--- src/rtl/gesture_word_streamer.sv ---
// gesture_word_streamer
// Turns an accepted gesture code into its ASCII word followed by a terminator
// byte. The word is right-justified in a CHARS-wide field padded with spaces.
// It is streamed leftmost byte first over a valid/ready byte interface.
// Optional build macro: GSW_TRIM_LEAD_EN skips the leading space padding.
//
// state | meaning
// ------+------------------------------------------------------------
// IDLE  | waiting for a gesture code; code_ready high
// SEND  | presenting word byte at index cnt (down-counts to 0)
// TERM  | presenting EOL_CHAR with char_last high

module gesture_word_streamer #(
  parameter int         CHARS    = 6,
  parameter int         CODE_W   = 4,
  parameter logic [7:0] EOL_CHAR = 8'h0D
) (
  input  logic              clk,
  input  logic              rst,
  input  logic [CODE_W-1:0] gesture_code,
  input  logic              code_valid,
  output logic              code_ready,
  output logic [7:0]        char_out,
  output logic              char_valid,
  input  logic              char_ready,
  output logic              char_last,
  output logic              busy
);

  localparam int               CNT_W   = $clog2(CHARS);
  localparam int               WORD_W  = 8 * CHARS;
  localparam logic [CNT_W-1:0] CNT_TOP = CNT_W'(CHARS - 1);

  typedef enum logic [1:0] {IDLE, SEND, TERM} state_t;

  state_t            state, state_nxt;
  logic [CNT_W-1:0]  cnt, cnt_nxt;
  logic [WORD_W-1:0] word_r, word_nxt;

  logic [7:0]        code_ext;
  logic              code_blank;
  logic [47:0]       raw6;
  logic [WORD_W-1:0] raw_word;
  logic [WORD_W-1:0] padded_word;
  logic [CNT_W-1:0]  start_idx;
  logic              accept;
  logic              hs;

  assign code_ext   = 8'(gesture_code);
  assign code_blank = (code_ext == 8'd0) || (code_ext >= 8'd16);

  // Word table: zero-padded ASCII, at most six characters per word
  always_comb begin
    raw6 = '0;
    case (code_ext)
      8'd1:    raw6 = {24'd0, "YES"};
      8'd2:    raw6 = {32'd0, "NO"};
      8'd3:    raw6 = {16'd0, "HELP"};
      8'd4:    raw6 = {8'd0,  "WATER"};
      8'd5:    raw6 = {16'd0, "FOOD"};
      8'd6:    raw6 = {16'd0, "PAIN"};
      8'd7:    raw6 = {16'd0, "STOP"};
      8'd8:    raw6 = {32'd0, "GO"};
      8'd9:    raw6 = {16'd0, "HOME"};
      8'd10:   raw6 = "HUNGRY";
      8'd11:   raw6 = "THIRST";
      8'd12:   raw6 = {16'd0, "CALL"};
      8'd13:   raw6 = {8'd0,  "EMERG"};
      8'd14:   raw6 = {32'd0, "OK"};
      8'd15:   raw6 = "THANKS";
      default: raw6 = '0;
    endcase
  end

  assign raw_word = WORD_W'(raw6);

  // Replace the zero fill on the left with ASCII spaces
  always_comb begin
    padded_word = '0;
    for (int i = 0; i < CHARS; i++) begin
      padded_word[8*i +: 8] = (raw_word[8*i +: 8] == 8'h00) ? 8'h20 : raw_word[8*i +: 8];
    end
  end

`ifdef GSW_TRIM_LEAD_EN
  // Highest byte index holding a non-space; words never contain spaces
  always_comb begin
    start_idx = '0;
    for (int i = 0; i < CHARS; i++) begin
      if (padded_word[8*i +: 8] != 8'h20) start_idx = CNT_W'(i);
    end
  end
`else
  assign start_idx = CNT_TOP;
`endif

  assign accept = code_valid && code_ready;
  assign hs     = char_valid && char_ready;

  // State, byte counter and latched word
  always_ff @(posedge clk or posedge rst) begin
    if (rst) begin
      state  <= IDLE;
      cnt    <= CNT_TOP;
      word_r <= '0;
    end else begin
      state  <= state_nxt;
      cnt    <= cnt_nxt;
      word_r <= word_nxt;
    end
  end

  // Next-state: blank codes are accepted but dropped while staying in IDLE
  always_comb begin
    state_nxt = state;
    cnt_nxt   = cnt;
    word_nxt  = word_r;
    case (state)
      IDLE: begin
        if (accept && !code_blank) begin
          state_nxt = SEND;
          word_nxt  = padded_word;
          cnt_nxt   = start_idx;
        end
      end
      SEND: begin
        if (hs) begin
          if (cnt == '0) state_nxt = TERM;
          else           cnt_nxt   = cnt - 1'b1;
        end
      end
      TERM: begin
        if (hs) begin
          state_nxt = IDLE;
          cnt_nxt   = CNT_TOP;
        end
      end
      default: state_nxt = IDLE;
    endcase
  end

  // Outputs decode straight from registers, so they hold while stalled
  always_comb begin
    code_ready = (state == IDLE) && !rst;
    char_valid = (state == SEND) || (state == TERM);
    char_last  = (state == TERM);
    busy       = (state != IDLE);
    char_out   = 8'h00;
    case (state)
      SEND:    char_out = word_r[{cnt, 3'b000} +: 8];
      TERM:    char_out = EOL_CHAR;
      default: char_out = 8'h00;
    endcase
  end

endmodule

--- config.mk ---
export PLATFORM = sky130hd
export DESIGN_NAME = gesture_word_streamer
export DESIGN_NICKNAME = d
export VERILOG_FILES = /design/src/rtl/gesture_word_streamer.sv
export SDC_FILE = /design/constraint.sdc
export NUM_CORES = 1
export LEC_CHECK = 0
export BUFFER_PORTS_ARGS = -buffer_cell sky130_fd_sc_hd__buf_2
export CELL_PAD_IN_SITES_DETAIL_PLACEMENT = 1
export CELL_PAD_IN_SITES_GLOBAL_PLACEMENT = 2
export CORE_ASPECT_RATIO = 1.25
export CORE_MARGIN = 5
export CORE_UTILIZATION = 35
export CTS_CLUSTER_SIZE = 8
export DETAILED_ROUTE_END_ITERATION = 6
export PLACE_DENSITY_LB_ADDON = 0.1
export RECOVER_POWER = 100
export SKIP_CTS_REPAIR_TIMING = 1
export SLEW_MARGIN = 10
export SYNTH_ARGS = -nofsm -noshare
export SYNTH_HDL_FRONTEND = slang
export SYNTH_SLANG_ARGS = --single-unit
--- constraint.sdc ---
create_clock -name clk -period 6.42 [get_ports clk]
set_clock_uncertainty 0.15 [all_clocks]
set_input_delay 1.284 -clock clk [delete_from_list [all_inputs] [get_ports clk]]
set_output_delay 1.284 -clock clk [all_outputs]
set_load 0.005 [all_outputs]
==> results of run 1 <==
power breakdown:
| group | internal [uW] | switching (uW) | total [uW] |
|---|---|---|---|
| Combinational | 200 | 242 | 442 |
| Sequential | 372 | 85.0 | 457 |
| Clock | 127 | 92.6 | 219 |
stage by stage:
step / power [uW] / instances / setup slack [ns] / instance area, um2
final: 1120 / 415 / 2.06 / 3010
after global routing: 1210 / 415 / 1.61 / 3010
after CTS: 1150 / 415 / 2.80 / 3050
after detailed placement: 932 / 407 / 2.98 / 2930
after global placement: 925 / 407 / 2.99 / 2930
after floorplan: 785 / 314 / 3.48 / 2830
registers in the layout, summed over array words and instances (netlist names):
name / flops
word_r: 37
state: 2
cnt: 3
worst max path at each step:
stage / to / slack, ns / cells past startpoint
2_1_floorplan: word_r[21] / 3.48 / 6
3_3_place_gp: cnt[1] / 2.99 / 6
3_5_place_dp: cnt[1] / 2.98 / 6
4_1_cts: char_out[3] / 2.80 / 5
5_1_grt: cnt[2] / 1.61 / 7
6_report: cnt[2] / 2.06 / 7
cells in the mapped netlist, types with 2 or more instances:
cell and instances:
a211oi_1 2, a21o_1 3, a21oi_1 25, a22oi_1 2, and2_1 3, buf_2 16
buf_6 3, clkbuf_1 3, dfrtp_1 40, dfstp_2 2, ha_1 14, inv_1 17
mux2_2 10, mux2_4 2, mux2i_1 10, mux4_2 6, nand2_1 47, nand2b_1 6
nand3_1 4, nor2_1 14, nor2b_1 5, nor3_1 5, o2111ai_1 2, o211ai_1 2
o21a_1 4, o21ai_0 36, o31ai_1 6
per-layer routing:
metal  GRT usage (%)  share of wire (%)  vias to the layer above
met2            27.9                 48                       43
li1                -                  -                     1119
met5               0                  0                        -
met4            6.95                3.1                        0
met1            21.6                 46                     1070
met3            2.79                2.8                       13
layout make-up:
type / count / area, um2
Fill cell: 946 / 4830
Clock buffer: 7 / 86.3
Tap cell: 95 / 119
Timing Repair Buffer: 21 / 88.8
Clock inverter: 1 / 30.0
Multi-Input combinational cell: 232 / 1570
Sequential cell: 42 / 1050
Inverter: 17 / 63.8
cell families (layout without fill, tap and decap cells):
logic type      count (synthesis)  count (layout)  share of synthesized area [%]
flops                          42              42                           37.2
fa+ha+maj                      14              14                           6.18
buf+inv                        40              46                           6.93
compound gates                 98              98                           21.7
other cells                     1               1                          0.132
simple gates                   91              91                           14.6
mux                            28              28                           13.3
worst max-delay path: stages:
cell and delay (ns):
clkbuf_1 0.21, inv_1 0.22, ha_1 0.25, a21o_1 0.13, clkbuf_1 1.61, a21oi_1 0.37, a221oi_1 0.36
==> metrics.cfg, run 1 <==
[routing]
drc=0
drt_pass1_iterations=4
ant_nets=0
wirelength_um=8190
dr_total_vias=2245
routedWlPerCell_um=19.7
routed_via_density=5.41
drt_iter0_markers=80

[yosys]
synth_edf_count=0
syn_nets=336
synth_area_leaders=dfrtp_1, o21ai_0, nand2_1
syn-instance-count=314
async_flop_share_pct=100
avgSynthCellArea_um2=9.03
netlist_area_um2=2830
ys_types=52
ys_seq_area_share_pct=37.2
ys.flop_type=dfrtp_1
synth_top_area_cell=dfrtp_1
synth_seq_cells=42
yosysTopAreaCellShare_pct=35.3
ys_warn_count=0

[die]
io_pins=20
row_count=36
initial_utilization_pct=36.2
die_height_um=111
die-area_um2=10000
core_area_um2=7840
die_width_um=90.5

[job]
maxCapViolCount=2

[timing]
finalHoldViolCount=0
finalCritPeriodShare_pct=67.9
timing.hold.ws_ns=0.327
setup_tns_ns=0
drv_slew=104
tightest_slew_ns=2.34
report.final.setup_viol=0
period_needed_ns=4.36
rsz0062_at_grt=false
max-slew-margin-rel_pct=-56.0
fmax_ghz=0.229

[min_path]
holdPathEnd=word_r[13]
hold_depth=2
min_path_type=flop to flop
min_from=word_r[13]

[power]
ir_drop_v=0.000176
p_leak_uw=0.00133
cellPowerDensity_nw_per_um2=372

[worst_setup_path]
crit_arrival_ns=4.42
critPathKind=input port to flop
crit_path_end_kind=flop
regToRegEndpoint=cnt[2]
cp-startpoint=gesture_code[0]
critical_path_required_ns=6.48
crit_path_max_fanout=60
r2r_setup_slack_ns=2.76
worstReg2RegStart=state[0]
reg2regPathDepth=7
crit_path_start_kind=input port

[status]
violations=max-capacitance violations, max-slew violations
status=finished with violations

[cts]
cts-buffers-inserted=5
cts.sinks=42
clock_path_buffers=2
cts_tree=built
htreeDepth=2
insertion_delay_ns=0.30
root_buffer=clkbuf_8
clk_pin_slew_ns=0.09

[global_routing]
track_usage_pct=16.9
overflow=0
grt_pass1_wl_um=13400
antenna_found_initial=0
first_global_vias=2360
grt_start_max_net_pins=61

[final_layout]
final_common_cell=nand2_1
utilization_pct=38.4
layout.nets=341
syn_to_final_growth_pct=6.14
n_antenna_cell=0
final_cell_mix=nand2_1, dfrtp_1, o21ai_0
drive_gt1_share_pct=10.9

[placement]
gp_congestion=0.820
numPortBuffers=18
dpl.hpwl_um=6210

(Power assumes the default switching activity.)
==> run 2: changes to the inputs <==
- clock period: 6.42 -> 4.2 ns (I/O delays scaled with it)
==> metrics.cfg, run 2 (synthesized netlist as in run 1, its figures left out) <==
[power]
ir_drop_v=0.000308  ; was 0.000176 V
sw_frac_of_total_pct=37.9  ; was 37.6%
combPwrFrac_pct=40.2  ; was 39.5%
totalPowerFinal_uw=1670  ; was 1120 uW
clkPwrFrac_pct=18.2  ; was 19.6%
cellPowerDensity_nw_per_um2=556  ; was 372 nW/um2
intPower_uw=1040  ; was 698 uW
switching_power_uw=633  ; was 420 uW
pwr-share-seq_pct=41.6  ; was 40.8%
p_leak_uw=0.00133  ; about the same

[placement]
dpl_cell_area_um2=2930  ; unchanged
numPortBuffers=18  ; unchanged
gp_congestion=0.789  ; was 0.820
dpl.hpwl_um=6200  ; was 6210 um
dp.cells=407  ; unchanged

[worst_setup_path]
worstPathCellList=mux4_2, nand2_1, o31a_1, o21ai_0, clkbuf_1  ; was clkbuf_1, inv_1, ha_1, a21o_1, clkbuf_1, a21oi_1, a221oi_1
cp-startpoint=cnt[0]  ; was gesture_code[0]
crit_path_end_kind=primary output  ; was flop
regToRegEndpoint=word_r[9]  ; was cnt[2]
endpoint=char_out[3]  ; was cnt[2]
critPathKind=flop to primary output  ; was input port to flop
critical_path_required_ns=3.21  ; was 6.48 ns
cp_slowest_cell=dfstp_1  ; was clkbuf_1
crit_arrival_ns=2.45  ; was 4.42 ns
crit_path_max_fanout=16  ; was 60
reg2regPathDepth=7  ; unchanged
crit_path_max_incr_delay_ns=1.09  ; was 1.61 ns
crit_path_start_kind=flop  ; was input port
worstReg2RegStart=state[0]  ; unchanged
r2r_setup_slack_ns=1.45  ; was 2.76 ns

[routing]
routedWlPerCell_um=19.5  ; was 19.7 um
drt_iter0_markers=108  ; was 80
drc=0  ; unchanged
wirelength_um=8110  ; was 8190 um
routed_via_density=5.53  ; was 5.41
dr_total_vias=2293  ; was 2,245
ant_nets=0  ; unchanged
drt_pass1_iterations=4  ; unchanged

[cts]
cts.sinks=42  ; unchanged
cts_tree=built  ; unchanged
root_buffer=clkbuf_8  ; unchanged
cts-buffers-inserted=5  ; unchanged
clk_pin_slew_ns=0.08  ; was 0.09 ns
htreeDepth=2  ; unchanged
clock_path_buffers=2  ; unchanged
insertion_delay_ns=0.29  ; was 0.30 ns

[global_routing]
first_global_vias=2423  ; was 2,360
grt_pass1_wl_um=13400  ; about the same
antenna_found_initial=0  ; unchanged
track_usage_pct=16.6  ; was 16.9%
overflow=0  ; unchanged
grt_start_max_net_pins=44  ; was 61

[job]
maxCapViolCount=1  ; was 2

[final_layout]
layout.nets=341  ; unchanged
drive_gt1_share_pct=11.3  ; was 10.9%
n_antenna_cell=0  ; unchanged
final_common_cell=nand2_1  ; unchanged
fin_cells=415  ; unchanged
largest_reg_flops=37  ; unchanged
syn_to_final_growth_pct=6.00  ; was 6.14%
top_register=word_r  ; unchanged
utilization_pct=38.3  ; was 38.4%
final_area_um2=3000  ; was 3010 um2
final_cell_mix=nand2_1, dfrtp_1, o21ai_0  ; unchanged
largestRegisters=word_r x37, cnt x3, state x2  ; unchanged

[die]
initial_utilization_pct=36.2  ; unchanged
die_height_um=111  ; unchanged
die_width_um=90.5  ; unchanged
die-area_um2=10000  ; unchanged
row_count=36  ; unchanged
io_pins=20  ; unchanged
core_area_um2=7840  ; unchanged

[status]
status=finished with violations  ; unchanged
violations=max-capacitance violations, max-slew violations  ; unchanged

[timing]
drv_slew=43  ; was 104
finalCritPeriodShare_pct=81.9
max-slew-margin-rel_pct=-51.7  ; was -56.0%
finalHoldViolCount=0  ; unchanged
fmax_ghz=0.291
rsz0062_at_grt=false  ; unchanged
setup_tns_ns=0  ; unchanged
report.final.setup_viol=0  ; unchanged
period_needed_ns=3.44
tightest_slew_ns=2.28  ; was 2.34 ns

[min_path]
min_path_type=flop to flop  ; unchanged
hold_depth=2  ; unchanged

-- run 2: changes by cell type in the layout (fill, tap and decap cells not counted), sizes merged --
cell    before  now
clkbuf      21   22
bufinv       1    0
-- run 2: metrics by stage --
| step | setup slack (ns) | hold slack [ns] |
|---|---|---|
| 6_report | 0.758 | 0.318 |
| 5_1_grt | 0.614 | 0.360 |
| 4_1_cts | 0.986 | 0.325 |
| 3_5_place_dp | 1.09 | 0.306 |
| 3_3_place_gp | 1.16 | 0.302 |
| 2_1_floorplan | 1.70 | 0.284 |
-- run 2: layout make-up --
type	count	area (um2)
Inverter	17	63.8
Fill cell	958	4830
Clock buffer	8	110
Multi-Input combinational cell	232	1570
Tap cell	95	119
Timing Repair Buffer	21	91.3
Sequential cell	42	1050
-- run 2: worst min path at each step --
| stage | startpoint | endpoint |
|---|---|---|
| floorplan | word_r[13] | word_r[13] |
| global placement | word_r[13] | word_r[13] |
| detailed placement | word_r[13] | word_r[13] |
| CTS | word_r[13] | word_r[13] |
| global route | word_r[13] | word_r[13] |
| finish | word_r[13] | word_r[13] |
-- run 2: power by group through the flow --
stage	combinational (uW)	sequential [uW]	clock (uW)
finish	672	696	304
global route	759	725	332
detailed placement	709	710	0
floorplan	569	630	0
CTS	713	702	319
global placement	705	707	0
-- run 2: per-layer routing --
metal	vias to the layer above	share of wire [%]	global-route usage [%]	routed length, um
met2	52	49	27.3	3940
met5	-	0	0	0
met3	11	3.6	1.77	293
met4	0	2.7	7.05	220
li1	1118	-	-	-
met1	1112	45	22.1	3660
-- run 2: critical path: cells and delay by family (launching register included) --
kind | cells | cell delay [ns]
flip-flops | 1 | 1.09
multiplexers | 1 | 0.64
AO/OA/AOI/OAI | 2 | 0.20
buffers and inverters | 1 | 0.12
AND/OR/NAND/NOR | 1 | 0.10
==> run 3: changes to the inputs <==
- ABC_AREA: not set -> 1
- clock period: 4.2 -> 3.5 ns (I/O delays scaled with it)
==> metrics.cfg, run 3 <==
[global_routing]
grt_pass1_wl_um=14400  ; was 13,400 um
first_global_vias=2766  ; was 2,423
track_usage_pct=17.5  ; was 16.6%
antenna_found_initial=0  ; unchanged
overflow=0  ; unchanged
grt_start_max_net_pins=43  ; was 44

[timing]
rsz0062_at_grt=false  ; unchanged
tightest_slew_ns=2.23  ; was 2.28 ns
finalCritPeriodShare_pct=86.8
setup_slack_ns=0.462  ; was 0.758 ns
max-slew-margin-rel_pct=-48.9  ; was -51.7%
report.final.setup_viol=0  ; unchanged
period_needed_ns=3.04
setup_tns_ns=0  ; unchanged
fmax_ghz=0.329
finalHoldViolCount=0  ; unchanged
drv_slew=43  ; unchanged

[placement]
dpl.hpwl_um=6750  ; was 6200 um
numPortBuffers=18  ; unchanged
gp_congestion=0.821  ; was 0.789
dpl_worst_slack_ns=0.797  ; was 1.09 ns

[die]
die-area_um2=10100  ; was 10,000 um2
row_count=37  ; was 36
die_height_um=111  ; about the same
initial_utilization_pct=35.3  ; was 36.2%
io_pins=20  ; unchanged
die_width_um=91.1  ; was 90.5 um
core_area_um2=8150  ; was 7840 um2

[power]
ir_drop_v=0.000323  ; was 0.000308 V
p_leak_uw=0.00154  ; was 0.00133 uW
cellPowerDensity_nw_per_um2=703  ; was 556 nW/um2
totalPowerFinal_uw=2120  ; was 1670 uW

[final_layout]
largestRegisters=word_r x37, cnt x3, state x2  ; unchanged
syn_to_final_growth_pct=4.96  ; was 6.00%
layout.nets=435  ; was 341
top_register=word_r  ; unchanged
final_cell_mix=nand2_1, dfrtp_1, nor2_1  ; was nand2_1, dfrtp_1, o21ai_0
drive_gt1_share_pct=9.66  ; was 11.3%
largest_reg_flops=37  ; unchanged
final_common_cell=nand2_1  ; unchanged
n_antenna_cell=0  ; unchanged

[routing]
drt_iter0_markers=85  ; was 108
wirelength_um=8530  ; was 8110 um
drc=0  ; unchanged
routed_via_density=5.01  ; was 5.53
routedWlPerCell_um=16.7  ; was 19.5 um
dr_total_vias=2559  ; was 2,293
ant_nets=0  ; unchanged
drt_pass1_iterations=4  ; unchanged

[worst_setup_path]
cp_slowest_cell=dfstp_2  ; was dfstp_1
worstReg2RegStart=state[1]  ; was state[0]
crit_path_end_kind=primary output  ; unchanged
critPathKind=flop to primary output  ; unchanged
r2r_setup_slack_ns=0.75  ; was 1.45 ns
crit_path_max_fanout=23  ; was 16
crit_path_start_kind=flop  ; unchanged
reg2regPathDepth=10  ; was 7
worstPathCellList=inv_1, nor2_1, a22oi_1, a21oi_1, clkbuf_1  ; was mux4_2, nand2_1, o31a_1, o21ai_0, clkbuf_1
regToRegEndpoint=cnt[1]  ; was word_r[9]
critical_path_required_ns=2.65  ; was 3.21 ns
crit_path_max_incr_delay_ns=0.81  ; was 1.09 ns
crit_arrival_ns=2.19  ; was 2.45 ns

[yosys]
async_flop_share_pct=100  ; unchanged
yosysTopAreaCellShare_pct=34.8  ; was 35.3%
netlist_area_um2=2880  ; was 2830 um2
synth.most_common_cell=nand2_1  ; unchanged
synth_seq_cells=42  ; unchanged
synth_edf_count=0  ; unchanged
syn_nets=424  ; was 336
ys_types=35  ; was 52
syn-instance-count=402  ; was 314
synthTopCellsByCount=nand2_1, dfrtp_1, nor2_1, nand3_1, inv_1  ; was nand2_1, dfrtp_1, o21ai_0, a21oi_1, inv_1
synth_area_leaders=dfrtp_1, nand2_1, ha_1  ; was dfrtp_1, o21ai_0, nand2_1
ys.flop_type=dfrtp_1  ; unchanged
synth_top_area_cell=dfrtp_1  ; unchanged
ys_warn_count=0  ; unchanged
avgSynthCellArea_um2=7.15  ; was 9.03 um2
ys_seq_area_share_pct=36.6  ; was 37.2%

[min_path]
min_path_type=flop to flop  ; unchanged
holdPathEnd=word_r[6]  ; was word_r[13]
min_from=word_r[6]  ; was word_r[13]
hold_depth=2  ; unchanged

[cts]
clk_pin_slew_ns=0.07  ; was 0.08 ns
cts_tree=built  ; unchanged
root_buffer=clkbuf_8  ; unchanged
insertion_delay_ns=0.28  ; was 0.29 ns
cts-buffers-inserted=5  ; unchanged
clock_path_buffers=2  ; unchanged
cts.sinks=42  ; unchanged
htreeDepth=2  ; unchanged

[status]
status=finished with violations  ; unchanged
violations=max-capacitance violations, max-slew violations  ; unchanged

[job]
maxCapViolCount=1  ; unchanged

==> run 3: changes by cell type after synthesis, sizes merged, moves of 12 or more <==
| cell | delta |
|---|---|
| nand2 | +113 |
| nand3 | +28 |
| nor2 | +23 |
| a21oi | -16 |
| inv | +13 |
| mux2 | -12 |
==> run 3: stage by stage <==
stage	std cells	cell area, um2	util (%)	hold WS, ns
floorplan	402	2880	-	0.294
global placement	503	2980	36.6	0.318
detailed placement	503	2980	36.6	0.319
CTS	511	3060	37.6	0.339
global route	511	3020	37.0	0.352
finish	511	3020	37.0	0.331
==> run 3: critical path: cells and delay by family (launching register included) <==
kind	cells	cell delay, ns
buffers and inverters	2	0.48
flip-flops	1	0.81
AND/OR/NAND/NOR	1	0.29
AO/OA/AOI/OAI	2	0.32
==> run 3: cell families (layout without fill, tap and decap cells) <==
logic type               after synthesis  count (layout)  synth area share (%)
buffers and inverters                 48              60                  8.70
other                                  1               1                 0.130
flip-flops                            42              42                  36.6
XOR/XNOR                               1               1                 0.305
adder cells (fa/ha/maj)               14              14                  6.09
AND/OR/NAND/NOR                      235             235                  35.2
AO/OA/AOI/OAI                         61              61                  12.9
==> run 3: area by class of cell <==
cell class / instances / area, um2
clock buffers: 8 / 80.1
fillers: 1056 / 5130
inverters: 30 / 115
multi-input cells: 312 / 1550
flip-flops and latches: 42 / 1050
well taps: 97 / 121
repair buffers: 22 / 98.8
==> run 3: worst max path at each step <==
stage               startpoint     endpoint  cells past startpoint
5_1_grt        gesture_code[0]       cnt[1]                     10
4_1_cts                 cnt[0]  char_out[6]                      5
2_1_floorplan           cnt[1]  char_out[2]                      8
3_5_place_dp            cnt[0]  char_out[6]                      5
3_3_place_gp            cnt[0]  char_out[5]                      5
6_report                cnt[0]  char_out[6]                      5
==> run 3: report_power, final <==
| group | internal, uW | switching [uW] | leakage [uW] |
|---|---|---|---|
| logic | 341 | 606 | 0.000981 |
| clock network | 142 | 155 | 0.0000395 |
| registers | 705 | 172 | 0.000520 |
| total | 1190 | 932 | 0.00154 |
==> run 3: layer usage <==
| metal | global-route usage, % | up-vias | part of all wire (%) |
|---|---|---|---|
| met4 | 5.97 | 0 | 2.8 |
| li1 | - | 1307 | - |
| met1 | 21.9 | 1200 | 45 |
| met5 | 0 | - | 0 |
| met3 | 2.43 | 13 | 2.6 |
| met2 | 30.7 | 39 | 49 |
